[src/rtl/disp_page_sched_pkg.sv]
// Shared definitions for the display page scheduler: page count, default timing, FSM states.
// Latency: n/a (types, constants and a pure helper function only).
// Backpressure: n/a.
package disp_page_sched_pkg;

    localparam int NPAGE            = 4;
    localparam int AUTO_CYCLES_DEF  = 100_000_000;  // 2 s per page at 50 MHz
    localparam int INDEX_CYCLES_DEF = 25_000_000;   // 0.5 s page-number screen

    typedef enum logic {
        SHOW  = 1'b0,   // page data on the display
        INDEX = 1'b1    // page number on the display
    } state_t;

    // Active-low decimal point marking the current page position.
    function automatic logic [3:0] dp_for(input logic [1:0] page);
        return ~(4'b0001 << page);
    endfunction

endpackage

[src/rtl/disp_page_sched_cycle_timer.sv]
// Free-running cycle counter with clear, enable and terminal-count compare against a runtime limit.
// Latency: count is registered; tc is combinational from count and limit.
// Backpressure: none; clear has priority over enable.
//
// Ports: clk, reset (sync, active-high), clr, en, limit[TW], count[TW], tc.
module disp_page_sched_cycle_timer #(
    parameter int TW = 27
) (
    input  logic          clk,
    input  logic          reset,
    input  logic          clr,
    input  logic          en,
    input  logic [TW-1:0] limit,
    output logic [TW-1:0] count,
    output logic          tc
);

    always_ff @(posedge clk) begin
        if (reset || clr) begin
            count <= '0;
        end else if (en) begin
            count <= count + TW'(1);
        end
    end

    assign tc = (count == limit);

endmodule

[src/rtl/disp_page_sched.sv]
// Shares one 4-digit hex display between four 16-bit pages; manual or auto-rotating page select.
// Latency: one cycle from pages_in / ticks to all outputs (everything registered).
// Backpressure: none; ticks are consumed one per asserted cycle.
//
// Ports: clk, reset (sync, active-high), next_tick, mode_tick, pages_in[64] (page p at [16p+:16]),
//        hex3..hex0 (digit nibbles), dp_in (active-low decimal points), page_idx, auto_mode.
module disp_page_sched
    import disp_page_sched_pkg::*;
#(
    parameter int AUTO_CYCLES  = AUTO_CYCLES_DEF,
    parameter int INDEX_CYCLES = INDEX_CYCLES_DEF,
    parameter int TW           = 27
) (
    input  logic        clk,
    input  logic        reset,
    input  logic        next_tick,
    input  logic        mode_tick,
    input  logic [63:0] pages_in,
    output logic [3:0]  hex3,
    output logic [3:0]  hex2,
    output logic [3:0]  hex1,
    output logic [3:0]  hex0,
    output logic [3:0]  dp_in,
    output logic [1:0]  page_idx,
    output logic        auto_mode
);

    logic [NPAGE-1:0][15:0] pages;
    assign pages = pages_in;

    state_t        state, state_n;
    logic [1:0]    page_n;
    logic          auto_n;
    logic [15:0]   hex_q, hex_n;
    logic [3:0]    dp_n;

    logic [TW-1:0] tmr_limit;
    logic [TW-1:0] tmr_count;
    logic          tmr_tc;
    logic          tmr_clr;
    logic          tmr_en;
    logic          adv;

    // One timer serves both phases; its terminal count means "rotate" in SHOW
    // and "hold finished" in INDEX.
    assign tmr_limit = (state == SHOW) ? TW'(AUTO_CYCLES - 1) : TW'(INDEX_CYCLES - 1);

    // A manual tick and an auto expiry in the same cycle collapse into one advance.
    assign adv = next_tick | (auto_mode & (state == SHOW) & tmr_tc);

    disp_page_sched_cycle_timer #(
        .TW (TW)
    ) u_timer (
        .clk   (clk),
        .reset (reset),
        .clr   (tmr_clr),
        .en    (tmr_en),
        .limit (tmr_limit),
        .count (tmr_count),
        .tc    (tmr_tc)
    );

    always_comb begin
        state_n = state;
        page_n  = page_idx;
        auto_n  = auto_mode ^ mode_tick;
        tmr_clr = 1'b0;
        tmr_en  = 1'b0;

        if (adv) begin
            page_n  = page_idx + 2'd1;
            state_n = INDEX;
            tmr_clr = 1'b1;
        end else if (state == INDEX) begin
            // mode_tick deliberately has no effect on the INDEX hold.
            if (tmr_tc) begin
                state_n = SHOW;
                tmr_clr = 1'b1;
            end else begin
                tmr_en = 1'b1;
            end
        end else begin
            // SHOW: count only while rotating; a mode change restarts the period.
            if (mode_tick || !auto_mode) begin
                tmr_clr = 1'b1;
            end else begin
                tmr_en = 1'b1;
            end
        end

        // Outputs are computed from the next state so they change in the same
        // cycle as page_idx; page data is re-sampled every cycle in SHOW.
        hex_n = (state_n == INDEX) ? {14'd0, page_n} : pages[page_n];
        dp_n  = dp_for(page_n);
    end

    always_ff @(posedge clk) begin
        if (reset) begin
            state     <= SHOW;
            page_idx  <= 2'd0;
            auto_mode <= 1'b0;
            hex_q     <= 16'h0000;
            dp_in     <= 4'b1110;
        end else begin
            state     <= state_n;
            page_idx  <= page_n;
            auto_mode <= auto_n;
            hex_q     <= hex_n;
            dp_in     <= dp_n;
        end
    end

    assign hex3 = hex_q[15:12];
    assign hex2 = hex_q[11:8];
    assign hex1 = hex_q[7:4];
    assign hex0 = hex_q[3:0];

endmodule

[config.mk]
export PLATFORM = sky130hd
export DESIGN_NAME = disp_page_sched
export DESIGN_NICKNAME = d
export VERILOG_FILES = /design/src/rtl/disp_page_sched_pkg.sv /design/src/rtl/disp_page_sched_cycle_timer.sv /design/src/rtl/disp_page_sched.sv
export SDC_FILE = /design/constraint.sdc
export NUM_CORES = 1
export LEC_CHECK = 0
export ABC_AREA = 0
export BUFFER_PORTS_ARGS = -buffer_cell sky130_fd_sc_hd__buf_2
export CAP_MARGIN = 20
export CORE_ASPECT_RATIO = 0.7
export CORE_MARGIN = 4
export CORE_UTILIZATION = 45
export CTS_CLUSTER_SIZE = 16
export DETAILED_ROUTE_END_ITERATION = 7
export PLACE_DENSITY = 0.77
export SLEW_MARGIN = 20
export SYNTH_ARGS = -nofsm -noshare
export SYNTH_HDL_FRONTEND = slang
export SYNTH_SLANG_ARGS = --single-unit
export TNS_END_PERCENT = 1
[constraint.sdc]
create_clock -name clk -period 2.4 [get_ports clk]
set_input_delay 0.48 -clock clk [delete_from_list [all_inputs] [get_ports clk]]
set_output_delay 0.48 -clock clk [all_outputs]
set_load 0.03 [all_outputs]
==> flow_metrics.py <==
metrics = {
    "outcome": {
        "outcome": "finished clean",
    },
    "yosys": {
        "synth_seq_area_share_pct": 40.7,
        "syn_nets": 332,
        "ys_ff_latch": 51,
        "synthCells": 262,
        "syn_area_per_cell_um2": 9.58,
        "syn_area_um2": 2510,
        "ys_types": 42,
        "yosys_warnings": 0,
    },
    "timing": {
        "slew_headroom_pct": 64.2,
        "skew_ns": 0.0101,
        "period_minus_slack_ns": 2.28,
        "setup-tns-final_ns": 0,
        "slew_viol_final": 0,
        "setup_ws_ns": 0.117,
        "worst_slew_pin_slew_ns": 0.537,
        "min_period_over_period_pct": 95.1,
        "final_hold_viol_count": 0,
        "setup_violations": 0,
        "grt_setup_unrepaired": "no",
        "fmax_ghz": 0.438,
    },
    "worst_hold_path": {
        "hp-start": "reset",
        "hold_path_class": "input port to flop",
        "hold_path_end": "auto_mode",
        "hold_path_depth": 2,
    },
    "floorplanning": {
        "pin_count": 91,
        "rows": 22,
        "start_util_pct": 47.2,
        "die_x_um": 97.3,
        "fp.dieH_um": 70.5,
        "core_area_um2": 5310,
        "die-area_um2": 6860,
    },
    "final_layout": {
        "drive_gt1_share_pct": 39.1,
        "final_nets": 441,
        "diodes": 0,
        "final_cell_mix": "buf_2 (90), dfxtp_1 (48), nor2_1 (36), mux2i_1 (31), buf_4 (24)",
        "fillers": 456,
        "final_common_cell": "buf_2",
        "fin_cells": 443,
        "area_delta_synth_final_pct": 33.3,
    },
    "critical_path": {
        "reg2reg_slack_ns": 0.12,
        "crit_type": "flop to flop",
        "ff2ff_path_depth": 6,
        "rr_startpoint": "u_timer.count[14]",
        "reg2reg_to": "hex_q[3]",
        "critPathMaxFanout": 14,
        "critPathArrivalTime_ns": 2.50,
        "start_kind": "flop",
        "required_ns": 2.62,
        "end_kind": "flop",
    },
    "detailed_routing": {
        "vias": 2316,
        "viasPerCell": 5.23,
        "drtPass1Iterations": 4,
        "drt_wl_total_um": 6320,
        "drc": 0,
        "routedWlPerCell_um": 14.3,
        "drt_iter0_drc": 80,
        "antenna_left": 0,
    },
    "pwr": {
        "p_sw_mw": 0.477,
        "p_leak_nw": 1.30,
        "power_density_nw_per_um2": 538,
        "seq_power_share_pct": 50.0,
        "p_int_mw": 1.32,
        "comb_power_share_pct": 18.0,
        "total_power_mw": 1.80,
        "p_clk_share_pct": 32.0,
        "switching_share_pct": 26.5,
        "max-vdd-ir-drop_mv": 0.345,
    },
    "placement": {
        "place.gp.congestion": 0.831,
        "place.port_buffers": 90,
        "place_hpwl_um": 4860,
        "dpl.cell_count": 435,
        "dpl_worst_slack_ns": 0.0367,
    },
    "grt": {
        "grtUsageTotal_pct": 18.7,
        "antenna_found_initial": 0,
        "grt_overflow_total": 0,
        "grt_pass1_wl_um": 10700,
        "grt_pass1_vias": 2315,
        "grt_max_degree": 28,
    },
    "clocking": {
        "clk_pin_slew_ns": 0.09,
        "cts_tree": "yes",
        "ctsResizeCount": 0,
        "cts_made_buffers": 5,
        "clock-sinks": 51,
        "insertion_delay_ns": 0.30,
        "cts_root_buf": "clkbuf_8",
        "hold_buffers": 0,
        "clock_path_buffers": 2,
        "postCtsSetupRepairBufs": 0,
        "htree_levels": 2,
    },
    "job": {
        "maxCapViolCount": 0,
    },
}
[synth_stat cells (all sizes together)]
| cell | n | area [µm²] |
|---|---|---|
| or2 | 1 | 6.26 |
| buf | 3 | 21.3 |
| nand3b | 1 | 7.51 |
| a31oi | 1 | 6.26 |
| nor2 | 36 | 135 |
| inv | 8 | 30.0 |
| and2 | 1 | 6.26 |
| mux2 | 2 | 22.5 |
| or3 | 4 | 25.0 |
| a221oi | 14 | 185 |
| o32ai | 2 | 17.5 |
| o21ai | 4 | 23.8 |
| o41a | 1 | 11.3 |
| xnor2 | 20 | 175 |
| clkinv | 1 | 3.75 |
| or4 | 4 | 33.8 |
| a21oi | 3 | 15.0 |
| o41ai | 1 | 8.76 |
| nor4b | 1 | 8.76 |
| nand4bb | 3 | 33.8 |
| o2bb2a | 1 | 10.0 |
| clkbuf | 12 | 45.0 |
| mux2i | 31 | 310 |
| nand4 | 4 | 25.0 |
| nor4 | 7 | 43.8 |
| nand2 | 12 | 45.0 |
| xor2 | 4 | 35.0 |
| and3 | 2 | 12.5 |
| and4 | 2 | 17.5 |
| nor3 | 7 | 35.0 |
| ha | 2 | 25.0 |
| nor2b | 3 | 18.8 |
| o31ai | 2 | 28.8 |
| dfxtp | 51 | 1020 |
| nand3 | 10 | 50.1 |
| nor4bb | 1 | 10.0 |
[critical path, cell delays in order, from the launching register on]
cell and delay [ns]:
dfxtp_1 0.39, nand2_1 0.10, or4_4 0.55, o41a_1 0.35, or4_4 0.45, buf_12 0.17, a221oi_1 0.19
[state kept, by name (all words and copies together), names as in the netlist]
register and cells:
state 1, hex_q 16, u_timer.count 27, dp_in 4
auto_mode 1, page_idx 2
[final cells by class]
class,count,area (µm²),area share (%)
multi-input cells,187,1410,42.2
clock inverters,1,30.0,0.898
well taps,72,90.1,2.69
inverters,9,33.8,1.01
repair buffers,117,682,20.4
clock buffers,6,72.6,2.17
flip-flops and latches,51,1020,30.6
[per-layer routing]
layer	part of all wire (%)	GRT usage (%)
met1	44	23.8
met2	49	31.0
met3	5.0	4.49
met4	1.2	7.07
met5	0	0
[per-stage QoR]
step                instance area [µm²]  hold WS [ns]  utilization (%)
floorplan                          2510         0.441                -
global placement                   3210         0.485             60.5
detailed placement                 3210         0.503             60.5
CTS                                3320         0.444             62.4
global route                       3350         0.456             63.0
finish                             3350         0.454             63.0
[worst max path at each step]
stage | start | end | slack [ns] | cells past startpoint
6_report | u_timer.count[14] | hex_q[3] | 0.12 | 6
5_1_grt | u_timer.count[17] | hex_q[3] | 0.003 | 6
4_1_cts | state | hex_q[2] | 0.01 | 7
3_5_place_dp | state | hex_q[2] | 0.04 | 7
3_3_place_gp | u_timer.count[24] | hex_q[15] | 0.10 | 6
2_1_floorplan | u_timer.count[17] | hex_q[5] | 0.08 | 7
[power groups by stage]
stage	Sequential, mW	Combinational [mW]	Clock, mW
finish	0.899	0.325	0.576
global placement	0.919	0.310	0
floorplan	0.962	0.152	0
CTS	0.899	0.319	0.584
detailed placement	0.919	0.318	0
global route	0.904	0.352	0.612
[cells by family after synthesis]
logic type / synth area share, %
compound gates: 12.2
buf+inv: 3.99
mux: 13.3
fa+ha+maj: 0.997
flops: 40.7
xor+xnor: 8.37
simple gates: 20.5
Note: power is estimated with default switching activity, not from simulation.
